### src/rtl/convolution_2d_pkg.sv
// Shared types and helpers for the convolution datapath stages.
// Saturation bounds are returned in a wide signed container so callers can compare any accumulator width.
package convolution_2d_pkg;

    localparam int unsigned DEFAULT_TAP_WIDTH = 16;
    localparam int unsigned SAT_W             = 128;

    function automatic logic signed [SAT_W-1:0] sat_max(input int unsigned w);
        logic signed [SAT_W-1:0] r;
        r = SAT_W'(1);
        r = (r << (w - 1)) - SAT_W'(1);
        return r;
    endfunction

    function automatic logic signed [SAT_W-1:0] sat_min(input int unsigned w);
        logic signed [SAT_W-1:0] r;
        r = SAT_W'(1);
        r = -(r << (w - 1));
        return r;
    endfunction

endpackage

### src/rtl/convolution_2d_saturate.sv
// Combinational signed saturation from a wide sum down to DATA_WIDTH with an overflow flag.
// Shared with the pooling stage.
module convolution_2d_saturate
    import convolution_2d_pkg::*;
#(
    parameter int unsigned DATA_WIDTH = 32,
    parameter int unsigned ACC_WIDTH  = 48
) (
    input  logic signed [ACC_WIDTH:0]    sum,
    output logic        [DATA_WIDTH-1:0] data_c,
    output logic                         overflow_c
);

    logic signed [SAT_W-1:0] sum_ext;

    assign sum_ext = SAT_W'(sum);

    always_comb begin
        data_c     = sum[DATA_WIDTH-1:0];
        overflow_c = 1'b0;
        if (sum_ext > sat_max(DATA_WIDTH)) begin
            data_c     = DATA_WIDTH'(sat_max(DATA_WIDTH));
            overflow_c = 1'b1;
        end else if (sum_ext < sat_min(DATA_WIDTH)) begin
            data_c     = DATA_WIDTH'(sat_min(DATA_WIDTH));
            overflow_c = 1'b1;
        end
    end

endmodule

### src/rtl/convolution_2d_accumulator.sv
// Sums CFG_TAPS signed products per output pixel, adds bias, saturates, and emits
// the result through a single-entry ready/valid output register.
module convolution_2d_accumulator
    import convolution_2d_pkg::*;
#(
    parameter int unsigned DATA_WIDTH = 32,
    parameter int unsigned USER_WIDTH = DATA_WIDTH / 8,
    parameter int unsigned TAP_WIDTH  = DEFAULT_TAP_WIDTH,
    parameter int unsigned ACC_WIDTH  = DATA_WIDTH + TAP_WIDTH
) (
    input  logic                  CLK,
    input  logic                  RESET_N,
    input  logic [TAP_WIDTH-1:0]  CFG_TAPS,
    input  logic [DATA_WIDTH-1:0] BIAS,
    output logic                  IN_READY,
    input  logic                  IN_VALID,
    input  logic [DATA_WIDTH-1:0] IN_DATA,
    input  logic [USER_WIDTH-1:0] IN_USER,
    input  logic                  IN_LAST,
    input  logic                  OUT_READY,
    output logic                  OUT_VALID,
    output logic [DATA_WIDTH-1:0] OUT_DATA,
    output logic [USER_WIDTH-1:0] OUT_USER,
    output logic                  OUT_LAST,
    output logic                  OUT_OVERFLOW,
    output logic                  ERR_LAST
);

    localparam int unsigned SUM_WIDTH = ACC_WIDTH + 1;

    logic        [TAP_WIDTH-1:0]  cnt;
    logic signed [ACC_WIDTH-1:0]  acc;
    logic        [TAP_WIDTH-1:0]  taps_c;
    logic                         final_tap_c;
    logic                         in_fire_c;
    logic signed [SUM_WIDTH-1:0]  sum_c;
    logic        [DATA_WIDTH-1:0] sat_data_c;
    logic                         sat_ovf_c;

    // A zero tap count degenerates to one product per output.
    assign taps_c      = (CFG_TAPS == '0) ? TAP_WIDTH'(1) : CFG_TAPS;
    assign final_tap_c = (cnt == taps_c - TAP_WIDTH'(1));
    assign IN_READY    = ~final_tap_c | ~OUT_VALID | OUT_READY;
    assign in_fire_c   = IN_VALID & IN_READY;

    assign sum_c = SUM_WIDTH'(acc) + SUM_WIDTH'($signed(IN_DATA)) + SUM_WIDTH'($signed(BIAS));

    convolution_2d_saturate #(
        .DATA_WIDTH (DATA_WIDTH),
        .ACC_WIDTH  (ACC_WIDTH)
    ) u_saturate (
        .sum        (sum_c),
        .data_c     (sat_data_c),
        .overflow_c (sat_ovf_c)
    );

    // Drain clears OUT_VALID first; a same-cycle final tap then reloads it without a bubble.
    always_ff @(posedge CLK) begin
        if (!RESET_N) begin
            cnt          <= '0;
            acc          <= '0;
            OUT_VALID    <= 1'b0;
            OUT_DATA     <= '0;
            OUT_USER     <= '0;
            OUT_LAST     <= 1'b0;
            OUT_OVERFLOW <= 1'b0;
            ERR_LAST     <= 1'b0;
        end else begin
            if (OUT_VALID && OUT_READY) begin
                OUT_VALID <= 1'b0;
            end
            if (in_fire_c) begin
                if (final_tap_c) begin
                    OUT_DATA     <= sat_data_c;
                    OUT_OVERFLOW <= sat_ovf_c;
                    OUT_USER     <= IN_USER;
                    OUT_LAST     <= IN_LAST;
                    OUT_VALID    <= 1'b1;
                    acc          <= '0;
                    cnt          <= '0;
                end else begin
                    acc <= acc + ACC_WIDTH'($signed(IN_DATA));
                    cnt <= cnt + TAP_WIDTH'(1);
                    if (IN_LAST) begin
                        ERR_LAST <= 1'b1;
                    end
                end
            end
        end
    end

endmodule

### config.mk
export PLATFORM = sky130hd
export DESIGN_NAME = convolution_2d_accumulator
export DESIGN_NICKNAME = d
export VERILOG_FILES = /design/src/rtl/convolution_2d_pkg.sv /design/src/rtl/convolution_2d_saturate.sv /design/src/rtl/convolution_2d_accumulator.sv
export SDC_FILE = /design/constraint.sdc
export NUM_CORES = 1
export LEC_CHECK = 0
export ABC_CLOCK_PERIOD_IN_PS = 10300
export CAP_MARGIN = 20
export CORE_MARGIN = 5
export CORE_UTILIZATION = 45
export CTS_BUF_LIST = sky130_fd_sc_hd__clkbuf_16
export DETAILED_ROUTE_END_ITERATION = 8
export PLACE_DENSITY_LB_ADDON = 0.1
export SYNTH_ARGS = -nofsm -noshare
export SYNTH_HDL_FRONTEND = slang
export SYNTH_SLANG_ARGS = --single-unit
### constraint.sdc
create_clock -name CLK -period 10.3 [get_ports CLK]
set_input_delay 1.03 -clock CLK [delete_from_list [all_inputs] [get_ports CLK]]
set_output_delay 1.03 -clock CLK [all_outputs]
set_load 0.01 [all_outputs]
; ---- Word level (Yosys, flattened, before mapping)
; Cells that the tools add are included.
[classes]
n_shift = 0
div_mod_pow = 0
bitwise = 5
eq_ne = 1
n_addsub = 5
mul = 0
order_cmp = 2
n_mux = 10
n_reduce_logical = 4
[op_table]
columns = op, count
row1 = $mux W32, 2
row2 = $add A48 B32 Y49, 1
row3 = $add A49 B32 Y49, 1
row4 = $gt A49 B32 Y1 const B, 1
row5 = $lt A49 B32 Y1 const B, 1
row6 = $add A48 B32 Y48, 1
row7 = $mux W48, 1
row8 = $mux W16, 2
row9 = $add A16 B1 Y16 const B, 1
row10 = $eq A16 B16 Y1, 1
row11 = $logic_not A16 Y1, 1
row12 = $sub A16 B1 Y16 const B, 1
row13 = $mux W1, 5
row14 = $reduce_and A3 Y1, 1
row15 = $not A1 Y1, 2
row16 = $or A1 B1 Y1, 2
row17 = $reduce_and A2 Y1, 1
row18 = $and A1 B1 Y1, 1
row19 = $logic_and A1 B1 Y1, 1
[word_totals]
output_inout_bits = 41
reg_bits = 104
rom_bits = 0
input_bits = 89
latchBits = 0
word_cells = 35
n_memories = 0
ram_bits = 0

; ---- Logic depth before layout (Yosys ltp)
[logic_depth]
ltp_word = 9
mapped_depth = 20

; ---- Modules after synthesis
; A second synthesis with hierarchy kept.
[hier_totals]
cells_unflattened = 1315
hier_area_um2 = 10903.0
[modules_own_cells]
columns = mod, n_inst, area_each_um2, cells_each
row1 = convolution_2d_accumulator, 1, 10513.8, 1262
row2 = convolution_2d_saturate, 1, 389.1, 53

; ---- Worst setup path before layout
; No wires, ideal clock.
[synth_timing]
kind = input-to-reg
startpoint = input port CFG_TAPS[4]
endpoint = register OUT_DATA[0]
slack_ps = 5194
path_buffers = 3
setup_time_ps = 119
path_stages = 20
arrival_time_ps = 4987
path_cell_list = buf_2 nor4_1 nand4_1 nor2_1 nor2_1 ha_1 nor4b_1 a31oi_1 o211ai_1 nor4b_1 nand3_1 or4_1 or2_1 buf_6 and4bb_1 nand3_1 nor4_2 a41o_2 buf_6 a21oi_1
[synth_between]
elab_chain_cells = 9
[synth_lines]
columns = item, line
row1 = "start, declared", convolution_2d_accumulator.sv:13  ; input logic [TAP_WIDTH-1:0] CFG_TAPS,
row2 = $logic_not A16 Y1, convolution_2d_accumulator.sv:41  ; assign taps_c = (CFG_TAPS == '0) ? TAP_WIDTH'(1) : CFG_TAPS;
row3 = $mux W16 *, convolution_2d_accumulator.sv:41
row4 = $sub A16 B1 Y16 *, convolution_2d_accumulator.sv:42  ; assign final_tap_c = (cnt == taps_c - TAP_WIDTH'(1));
row5 = $eq A16 B16 Y1 *, convolution_2d_accumulator.sv:42
row6 = $not A1 Y1 (no line), n/a
row7 = $or A1 B1 Y1 (2 in a row), convolution_2d_accumulator.sv:43  ; assign IN_READY = ~final_tap_c | ~OUT_VALID | OUT_READY;
row8 = $and A1 B1 Y1, convolution_2d_accumulator.sv:44  ; assign in_fire_c = IN_VALID & IN_READY;
row9 = $reduce_and A2 Y1 (no line) *, n/a
row10 = "end signal, assigned", convolution_2d_accumulator.sv:74  ; OUT_DATA <= sat_data_c;
row11 = "end, declared", convolution_2d_accumulator.sv:22  ; output logic [DATA_WIDTH-1:0] OUT_DATA,
; Every way passes the cells marked *; elsewhere a longest branch is shown, timed or not.
; A chain may end at the register's enable or synchronous reset.

; ---- Worst setup path after layout
[layout_timing]
startpoint = input port CFG_TAPS[4]
endpoint = output port IN_READY
[layout_between]
elab_chain_cells = 7
[layout_lines]
columns = item, line
row1 = $logic_not A16 Y1, convolution_2d_accumulator.sv:41
row2 = $mux W16 *, convolution_2d_accumulator.sv:41
row3 = $sub A16 B1 Y16 *, convolution_2d_accumulator.sv:42
row4 = $eq A16 B16 Y1 *, convolution_2d_accumulator.sv:42
row5 = $not A1 Y1 (no line) *, n/a
row6 = $or A1 B1 Y1 * (2 in a row), convolution_2d_accumulator.sv:43
row7 = "end, declared", convolution_2d_accumulator.sv:15  ; output logic IN_READY,
; Marked as above.

==> results by group <==
Run status
  – Status: complete, no violations

GRT
  – Largest net degree at the start of global routing: 80
  – Initial antenna violation count: 0
  – Vias in the first global route: 9927
  – First-pass GRT wire length: 48800 um
  – Global Route Usage Sum: 0.218
  – GR Overflow Total: 0

Clocking
  – Clk Latency, worst-skew pair: 0.36 ns
  – Clock transition at path regs: 0.08 ns
  – Clk buf depth: 2
  – Clock Tree Root: clkbuf_16
  – Cts repair resizes: 0
  – Hold_buf cts: 0
  – CTS Buf Count: 9
  – CTS tree: yes
  – Clock sinks: 104
  – Postcts setup bufs: 0
  – H-tree depth: 3

Setup path
  – Critical path required time: 9.27 ns
  – Worst EP arrival: 5.52 ns
  – Crit Path Category: in2out
  – Nature of the critical path startpoint: input pin
  – Crit Path Max Fanout: 9
  – Number of cells on the worst reg-to-reg path: 14
  – Crit path capture type: primary output

STA
  – Max-slew violation count: 0
  – Relative max-transition margin: 0.483
  – Worst Max-Slew Pin Slew: 0.768 ns
  – Count of final setup violators: 0
  – Final Cycle Share: 0.636
  – Max Fclk: 153 MHz
  – Final setup TNS: 0 ns
  – Unrepaired setup endpoints after global routing: false
  – Final Hold Viols: 0
  – Final min period: 6.55 ns
  – Final Skew: 0.0166 ns

Logic synthesis
  – Synth Area per Inst: 7.84 um2
  – Synthesis Warnings: 0
  – Synth Flop Type: dfxtp_1
  – Post-synth EDFFs: 0
  – Most area-hungry cell type in the Yosys netlist: dfxtp_1
  – Yosys cell types: 68
  – Post-synth top area share: 0.192
  – Syn Inst Count: 1383
  – Syn_nets: 1618
  – Synth top area cells: dfxtp_1, ha_1, fa_1
  – Post-synth top cells: nand2_1, a21oi_1, o21ai_0
  – Post-synthesis async set-or-reset flop share: 0
  – Sequential fraction of the synthesis area: 0.192
  – Cell Area, Synth: 10800 um2
  – Most common cell in the netlist: nand2_1
  – Seq cells post-synth: 104

Power
  – Clock power frac: 0.189
  – Cell Pwr Density: 160 nW/um2
  – Net Sw Power: 897 uW
  – Sequential share of power: 0.227
  – Net Sw Frac: 0.442
  – Overall Power: 2030 uW
  – Leak: 0.00529 uW
  – Internal Power: 1130 uW
  – Maximum VDD drop: 0.0000736 V
  – Logic gate share of total power: 0.584

Floorplanning
  – IO Count: 130
  – Starting density of the core: 0.459
  – Row Count: 56
  – Die H: 165 um
  – Core Area: 23600 um2
  – Die area: 27300 um2
  – Die span in x: 165 um

Placement
  – Buffers on Ports: 129
  – HPWL after detailed placement: 23400 um
  – Routability cong.: 0.885

Cells and area
  – Area growth, synth to finish: 16.8%
  – # nets final: 1710
  – Ant. Diodes: 0
  – Share of layout cells above drive strength 1: 0.0270

Detailed routing
  – DRC viols: 0
  – Vias: 10277
  – Avg WL per Cell: 16.5 um
  – WL final: 29700 um
  – 1st-iter DRT viols: 521
  – DR pass1 iterations: 5
  – ANT nets after route: 0
  – Routed vias/inst: 5.71

Worst hold path
  – Tightest Hold Check Type: reg2reg
  – Worst Hold Depth: 2

Job
  – Max cap viols: 0
-- power groups by stage --
stage | combinational, uW | sequential (uW) | clock, uW
after global routing | 1330 | 465 | 412
after CTS | 1180 | 461 | 397
final | 1190 | 461 | 383
after floorplan | 890 | 460 | 0
after global placement | 1170 | 469 | 0
after detailed placement | 1170 | 470 | 0
-- metrics by stage --
stage / hold slack [ns] / instance area, um2 / instances / utilization / setup slack, ns
final: 0.465 / 12700 / 1799 / 0.537 / 3.75
after global routing: 0.487 / 12700 / 1799 / 0.537 / 3.40
after CTS: 0.469 / 12700 / 1799 / 0.537 / 3.77
after detailed placement: 0.458 / 12300 / 1783 / 0.523 / 3.67
after global placement: 0.453 / 12300 / 1783 / 0.523 / 3.75
after floorplan: 0.467 / 10800 / 1383 / - / 5.19
-- metal layers --
layer | global-route usage | vias to the layer above | share of wire
li1 | - | 5218 | -
met3 | 0.0278 | 27 | 0.049
met1 | 0.310 | 4812 | 0.50
met5 | 0 | - | 0
met4 | 0.0461 | 0 | 0.012
met2 | 0.356 | 220 | 0.44
-- worst max-delay path, stage by stage --
cell             delay [ns]
clkdlybuf4s50_1        0.54
nor4_1                 0.74
nand4_1                0.36
nor2_1                 0.17
nor2_1                 0.06
ha_1                   0.26
nor4b_1                0.18
a31oi_1                0.17
o211ai_1               0.11
nor4b_1                0.38
nand3_1                0.14
or4_1                  0.55
or2_2                  0.33
clkdlybuf4s50_1        0.49
-- cells in the final DEF (no fill, tap or decap), drive strengths merged, types with 22 or more instances in the layout --
master / count
a22oi: 30
nor2b: 42
ha: 96
fa: 50
xnor2: 49
clkdlybuf4s50: 127
a21oi: 150
nand2: 152
a21o: 47
dfxtp: 104
nor3: 26
o21ai: 119
and3: 22
xor2: 55
nand3: 42
inv: 39
nor2: 79
-- flip-flops by register name, indices dropped and copies added, names as in the netlist --
| register | cells |
|---|---|
| acc | 48 |
| OUT_USER | 4 |
| OUT_VALID | 1 |
| cnt | 16 |
| OUT_LAST | 1 |
| OUT_OVERFLOW | 1 |
| OUT_DATA | 32 |
| ERR_LAST | 1 |
-- final cells by class --
type	count	area, um2
clock buffers	9	225
clock inverters	7	100
fillers	2301	10900
inverters	35	131
multi-input cells	1189	8400
flip-flops and latches	104	2080
well taps	319	399
repair buffers	136	1330
-- final timing paths --
check	from	slack, ns	endpoint
max	CFG_TAPS[4]	3.75	IN_READY
min	OUT_USER[2]	0.47	OUT_USER[2]
min reg2reg	OUT_USER[2]	0.47	OUT_USER[2]
max reg2reg	acc[6]	5.39	OUT_DATA[23]
-- logic make-up after synthesis --
group           share of synthesized area
compound gates                      0.272
simple gates                        0.210
fa+ha+maj                           0.203
xor+xnor                           0.0840
flops                               0.192
buf+inv                            0.0344
mux                               0.00484
(Power assumes the default switching activity.)
